`src/rtl/sw_pkg.sv`:
```
// Shared types and helpers for the AXI-Stream switch core.
// Holds ingress/egress state encodings and width derivations.
package sw_pkg;

  localparam int DROP_CNT_W = 16;

  typedef enum logic [1:0] {
    ING_IDLE,
    ING_FWD,
    ING_DROP
  } ing_state_e;

  typedef enum logic {
    EG_FREE,
    EG_LOCKED
  } eg_state_e;

  function automatic int clog2(input int n);
    int r;
    r = 0;
    for (int k = 0; k < 32; k++)
      if ((1 << r) < n) r++;
    return (r < 1) ? 1 : r;
  endfunction

  function automatic int dest_w(input int n);
    return clog2(n);
  endfunction

endpackage

```
`src/rtl/sw_rr_arbiter.sv`:
```
// Per-egress round-robin arbiter with frame-long grant hold.
// Grant is registered; rr_ptr remembers the last winner.
module sw_rr_arbiter
  import sw_pkg::*;
#(
  parameter int PORT_NUM = 6,
  localparam int IDX_W = clog2(PORT_NUM)
) (
  input  logic                clk,
  input  logic                rst,
  input  logic [PORT_NUM-1:0] req,
  input  logic                space_ok,
  input  logic                frame_done,
  output logic [PORT_NUM-1:0] grant,
  output logic [PORT_NUM-1:0] win,
  output logic                locked
);

  eg_state_e           state, state_nxt;
  logic [PORT_NUM-1:0] grant_nxt, pick_oh;
  logic [IDX_W-1:0]    rr_ptr, rr_nxt, pick, ix;
  logic                found;
  int                  idx;

  // search upward from the slot after the last winner
  always_comb begin
    pick_oh = '0;
    pick    = '0;
    found   = 1'b0;
    idx     = 0;
    ix      = '0;
    for (int k = 1; k <= PORT_NUM; k++) begin
      idx = int'(rr_ptr) + k;
      if (idx >= PORT_NUM) idx = idx - PORT_NUM;
      ix = IDX_W'(idx);
      if (!found && req[ix]) begin
        found       = 1'b1;
        pick        = ix;
        pick_oh[ix] = 1'b1;
      end
    end
  end

  always_ff @(posedge clk or posedge rst) begin
    if (rst) begin
      state  <= EG_FREE;
      grant  <= '0;
      rr_ptr <= IDX_W'(PORT_NUM - 1);
    end else begin
      state  <= state_nxt;
      grant  <= grant_nxt;
      rr_ptr <= rr_nxt;
    end
  end

  always_comb begin
    state_nxt = state;
    grant_nxt = grant;
    rr_nxt    = rr_ptr;
    unique case (state)
      EG_FREE:
        if (found && space_ok) begin
          state_nxt = EG_LOCKED;
          grant_nxt = pick_oh;
          rr_nxt    = pick;
        end
      EG_LOCKED:
        if (frame_done) begin
          state_nxt = EG_FREE;
          grant_nxt = '0;
        end
    endcase
  end

  always_comb begin
    locked = (state == EG_LOCKED);
    win    = (state == EG_FREE && space_ok) ? pick_oh : '0;
  end

endmodule

```
`src/rtl/sw_xbar_core.sv`:
```
// AXI-Stream switch: routes frames by first-beat destination index.
// Drop counters are built only when SW_DROP_CNT_EN is defined.
module sw_xbar_core
  import sw_pkg::*;
#(
  parameter int          PORT_NUM  = 6,
  parameter int          DATA_W    = 32,
  parameter int          SPACE_W   = 32,
  parameter int unsigned SPACE_MAX = 1000,
  parameter int          DEST_LSB  = 0,
  localparam int         KEEP_W    = DATA_W / 8,
  localparam int         DEST_W    = dest_w(PORT_NUM)
) (
  input  logic                           glb_clk,
  input  logic                           glb_areset,
  input  logic [PORT_NUM-1:0]            s_tvalid,
  output logic [PORT_NUM-1:0]            s_tready,
  input  logic [PORT_NUM-1:0]            s_tlast,
  input  logic [PORT_NUM*DATA_W-1:0]     s_tdata,
  input  logic [PORT_NUM*KEEP_W-1:0]     s_tkeep,
  output logic [PORT_NUM-1:0]            m_tvalid,
  input  logic [PORT_NUM-1:0]            m_tready,
  output logic [PORT_NUM-1:0]            m_tlast,
  output logic [PORT_NUM*DATA_W-1:0]     m_tdata,
  output logic [PORT_NUM*KEEP_W-1:0]     m_tkeep,
  input  logic [PORT_NUM*SPACE_W-1:0]    fifo_space_used,
  output logic [PORT_NUM*DROP_CNT_W-1:0] drop_cnt
);

  ing_state_e          ist     [PORT_NUM];
  ing_state_e          ist_nxt [PORT_NUM];
  logic [DEST_W-1:0]   dest    [PORT_NUM];
  logic [PORT_NUM-1:0] req_m   [PORT_NUM];
  logic [PORT_NUM-1:0] grant_m [PORT_NUM];
  logic [PORT_NUM-1:0] win_m   [PORT_NUM];
  logic [PORT_NUM-1:0] dest_ok, drop_hit, s_hs, won;
  logic [PORT_NUM-1:0] locked, space_ok, eg_done;

  for (genvar i = 0; i < PORT_NUM; i++) begin : g_ing
    assign dest[i]     = s_tdata[i*DATA_W+DEST_LSB +: DEST_W];
    assign dest_ok[i]  = int'(dest[i]) < PORT_NUM;
    assign drop_hit[i] = (ist[i] == ING_IDLE) && s_tvalid[i] && !dest_ok[i];
    assign s_hs[i]     = s_tvalid[i] & s_tready[i];
  end

  always_comb begin
    for (int e = 0; e < PORT_NUM; e++)
      for (int i = 0; i < PORT_NUM; i++)
        req_m[e][i] = (ist[i] == ING_IDLE) && s_tvalid[i] &&
                      dest_ok[i] && (dest[i] == DEST_W'(e));
  end

  always_comb begin
    won = '0;
    for (int e = 0; e < PORT_NUM; e++)
      won = won | win_m[e];
  end

  for (genvar e = 0; e < PORT_NUM; e++) begin : g_eg
    assign space_ok[e] =
      fifo_space_used[e*SPACE_W +: SPACE_W] < SPACE_W'(SPACE_MAX);
    assign eg_done[e] = locked[e] & m_tvalid[e] & m_tready[e] & m_tlast[e];

    sw_rr_arbiter #(
      .PORT_NUM(PORT_NUM)
    ) u_arb (
      .clk       (glb_clk),
      .rst       (glb_areset),
      .req       (req_m[e]),
      .space_ok  (space_ok[e]),
      .frame_done(eg_done[e]),
      .grant     (grant_m[e]),
      .win       (win_m[e]),
      .locked    (locked[e])
    );
  end

  always_ff @(posedge glb_clk or posedge glb_areset) begin
    if (glb_areset) begin
      for (int i = 0; i < PORT_NUM; i++) ist[i] <= ING_IDLE;
    end else begin
      for (int i = 0; i < PORT_NUM; i++) ist[i] <= ist_nxt[i];
    end
  end

  always_comb begin
    for (int i = 0; i < PORT_NUM; i++) begin
      ist_nxt[i] = ist[i];
      unique case (ist[i])
        ING_IDLE:
          if (drop_hit[i] && !s_tlast[i]) ist_nxt[i] = ING_DROP;
          else if (won[i])                ist_nxt[i] = ING_FWD;
        ING_FWD, ING_DROP:
          if (s_hs[i] && s_tlast[i]) ist_nxt[i] = ING_IDLE;
        default: ist_nxt[i] = ING_IDLE;
      endcase
    end
  end

  // grants are one-hot and empty while FREE, so unowned egresses stay zero
  always_comb begin
    m_tvalid = '0;
    m_tlast  = '0;
    m_tdata  = '0;
    m_tkeep  = '0;
    s_tready = '0;
    for (int e = 0; e < PORT_NUM; e++)
      for (int i = 0; i < PORT_NUM; i++)
        if (grant_m[e][i]) begin
          m_tvalid[e]                 = s_tvalid[i];
          m_tlast[e]                  = s_tlast[i];
          m_tdata[e*DATA_W +: DATA_W] = s_tdata[i*DATA_W +: DATA_W];
          m_tkeep[e*KEEP_W +: KEEP_W] = s_tkeep[i*KEEP_W +: KEEP_W];
          s_tready[i]                 = m_tready[e];
        end
    for (int i = 0; i < PORT_NUM; i++)
      if (ist[i] == ING_DROP || drop_hit[i]) s_tready[i] = 1'b1;
  end

`ifdef SW_DROP_CNT_EN
  logic [DROP_CNT_W-1:0] cnt [PORT_NUM];

  always_ff @(posedge glb_clk or posedge glb_areset) begin
    if (glb_areset) begin
      for (int i = 0; i < PORT_NUM; i++) cnt[i] <= '0;
    end else begin
      for (int i = 0; i < PORT_NUM; i++)
        if (drop_hit[i] && cnt[i] != '1)
          cnt[i] <= cnt[i] + DROP_CNT_W'(1);
    end
  end

  always_comb begin
    drop_cnt = '0;
    for (int i = 0; i < PORT_NUM; i++)
      drop_cnt[i*DROP_CNT_W +: DROP_CNT_W] = cnt[i];
  end
`else
  assign drop_cnt = '0;
`endif

endmodule
```
`config.mk`:
```
export PLATFORM = sky130hd
export DESIGN_NAME = sw_xbar_core
export DESIGN_NICKNAME = d
export VERILOG_FILES = /design/src/rtl/sw_pkg.sv /design/src/rtl/sw_rr_arbiter.sv /design/src/rtl/sw_xbar_core.sv
export SDC_FILE = /design/constraint.sdc
export NUM_CORES = 2
export LEC_CHECK = 0
export BUFFER_PORTS_ARGS = -buffer_cell sky130_fd_sc_hd__buf_2
export CAP_MARGIN = 25
export CORE_AREA = 5 5 289 291
export CTS_BUF_LIST = sky130_fd_sc_hd__clkbuf_16
export DETAILED_ROUTE_END_ITERATION = 8
export DIE_AREA = 0 0 294 296
export GPL_TIMING_DRIVEN = 0
export PLACE_DENSITY_LB_ADDON = 0.2
export SYNTH_ARGS = -nofsm -noshare
export SYNTH_HDL_FRONTEND = slang
export SYNTH_SLANG_ARGS = --single-unit
```
`constraint.sdc`:
```
create_clock -name glb_clk -period 9.7 [get_ports glb_clk]
set_input_delay 0.485 -clock glb_clk [delete_from_list [all_inputs] [get_ports glb_clk]]
set_output_delay 0.485 -clock glb_clk [all_outputs]
set_load 0.01 [all_outputs]
```
==> metrics <==
Layout Cells excl Fill 6079; Mean Syn Cell Area 5.77 sq um; post-route cell area 0.0297 sq mm; Max Fclk 0.182 GHz; CP required 9.97 ns; Reg clk slew, reported paths 0.08 ns; pre-CTS setup slack 4.46 ns; clock sinks 72; outcome completed; Die ar. 0.0870 sq mm; Worst R2R Start g_eg[3].u_arb.rr_ptr[0]$_DFFE_PP1P_; min setup slack post-route 4.21 ns; GRT overflow 0; Max FO, Critical Path 10; final hold vios 0; Die H 296 um; CTS resizes 0; Netlist cell types 123; hold slack 0.0729 ns; Startpoint Class flop; Via density 6.27; Cell Area, Synth 0.0244 sq mm; crit share post-route 0.566; Routed wire per std cell 27.6 um; simple-gate share of the synthesized area 0.329; WS Path Type reg -> reg; Layout area overhead 22.0%; most common library cell in the layout ignoring fill and taps a21oi_1; synthesized instance count 4222; vias in the first global route 34500; Least-Margin Pin Slew 1.20 ns; final design utilization 0.370; synth warn 0; Worst Skew 0.0191 ns; mux contribution to synthesized area 0.0191; RSZ-0062 raised after global routing false; Pwr Total 1.45 mW; Post-DP HPWL 136 mm; CTS H-tree lvls 3; first-pass GRT wire length 234 mm; Post-synth EDFFs 0; XOR/XNOR Fraction of Synth Area 0.0192; CTS tree done; adder-cell share of the synthesized area 0.0344; Post-CTS Setup Inserts 0; cell accounting for the most synthesized area a21oi_1; Sequential cell area 0.00182 sq mm; clk buf depth 2; maximum vdd drop 0.108 mV; Synth Flop Type dfrtp_1; Max Cap Viol 0; largest net degree at the start of global routing 56; Num CTS Buffers 9; placed inst area 0.0293 sq mm; CTS Hold Bufs 0; Power Dens Cells 48.9 mW/mm^2; setup slack, reg-to-reg 4.21 ns; area of the multi-input gates 0.0204 sq mm; Routed Antenna Nets 0; initial core utilization 0.304; Leak Pwr 13.3 nW; fin crit period 5.49 ns; worst reg-to-reg path cell count 16; most frequent cells in the layout a21oi_1, nor2_1, buf_2; Max Slew Vio Count 0; final WL 168 mm; largest family of logic cells by synthesized area compound AO/OA/AOI/OAI gates; placer congestion estimate 1.02; # DRC 0; vias post-DR 38100; ratio of cells with drive above 1 in the final layout 0.185; IO buf count 630; area share of the largest cell type after synthesis 0.165; top cells by area, synth a21oi_1, nor2_1, nand2_1; R2R Path End ist[7]$_DFFE_PP0P_; total negative slack 0 ns; fill count 9205; Global Route Usage Sum 0.356; Die Width 294 um; final setup vio count 0; # nets final 5459; ys async rst share 1.00; initial antenna violation count 55; Critical Path AT 5.76 ns; clk_lat worst skew 0.39 ns; Slew HR 0.198; sequential fraction of the synthesis area 0.0745; drt first pass iters 7; core footprint 0.0803 sq mm; IO Count 758; std cell rows 104; CTS root buffer clkbuf_16; Crit. End Element flop; Cells after DPL 6012; Min-Delay Path Class in -> async; post-synthesis compound-gate area fraction 0.418; DR iter-0 viols 5974; synthesized flop and latch total 72
## cell families after synthesis
logic type | Yosys count
multiplexers | 42
XOR/XNOR | 48
flip-flops | 72
buffers and inverters | 544
adder cells (fa/ha/maj) | 67
AO/OA/AOI/OAI | 1669
AND/OR/NAND/NOR | 1779
other | 1
## synth_stat cells, types with 50 or more instances
master and count:
a21oi_1 804, nor2_1 803, nand2_1 472, o21ai_0 320, clkbuf_1 250, a22oi_1 153, buf_4 107, nor3_1 86
ha_1 67, nand3_1 65, inv_1 62, dfrtp_1 60, buf_2 58, buf_1 54, nor4_1 50
## layout make-up
type                       instances  area share
sequential                        72      0.0611
clock buffer                       9     0.00757
tap                             1060      0.0446
antenna                           50     0.00421
multi-input combinational       3701       0.684
buffer                           478      0.0781
clock inverter                     7     0.00316
inverter                          66     0.00842
timing repair buffer             636       0.108
## registers in the layout (all words and copies together), names as in the netlist
signal and flops:
g_eg.u_arb.locked 6, ist 12, g_eg.u_arb.rr_ptr 18, g_eg.u_arb.grant 36
## critical path, stage by stage, from the launching register on
cell and delay, ns:
dfstp_2 0.55, buf_2 0.22, clkinv_1 0.25, clkbuf_1 0.33, ha_1 0.36, buf_2 0.18
buf_2 0.24, a41oi_1 0.14, a22oi_1 0.41, o21ai_0 0.15, a32oi_1 0.46, nor2_1 0.25
a41oi_1 0.31, o21ai_0 0.27, a222oi_1 0.62, a41oi_2 0.23, mux2_1 0.35
## power by group
| part | switching, mW | total [mW] | internal (mW) | leakage [nW] |
|---|---|---|---|---|
| combinational | 0.471 | 0.721 | 0.251 | 12.2 |
| sequential | 0.00862 | 0.329 | 0.320 | 0.934 |
| clock | 0.178 | 0.404 | 0.226 | 0.160 |
| total | 0.657 | 1.45 | 0.797 | 13.3 |
## worst max-delay path by stage
stage / start / endpoint / depth (start not counted)
after floorplan: g_eg[5].u_arb.rr_ptr[0]$_DFFE_PP1P_ / ist[8]$_DFFE_PP0P_ / 17
after global placement: g_eg[1].u_arb.rr_ptr[0]$_DFFE_PP1P_ / ist[10]$_DFFE_PP0P_ / 15
after detailed placement: g_eg[3].u_arb.rr_ptr[0]$_DFFE_PP1P_ / ist[7]$_DFFE_PP0P_ / 16
after CTS: g_eg[3].u_arb.rr_ptr[0]$_DFFE_PP1P_ / ist[7]$_DFFE_PP0P_ / 16
after global routing: g_eg[3].u_arb.rr_ptr[0]$_DFFE_PP1P_ / ist[7]$_DFFE_PP0P_ / 16
final: g_eg[3].u_arb.rr_ptr[0]$_DFFE_PP1P_ / ist[7]$_DFFE_PP0P_ / 16
## routing by layer
metal,wire length (um),GRT usage,vias to the layer above
met5,115,0,-
met4,10000,0.173,18
met3,22300,0.0941,510
met2,68800,0.521,2974
met1,66600,0.484,18000
li1,-,-,16600
No activity file was read; power rests on OpenSTA's default activity.
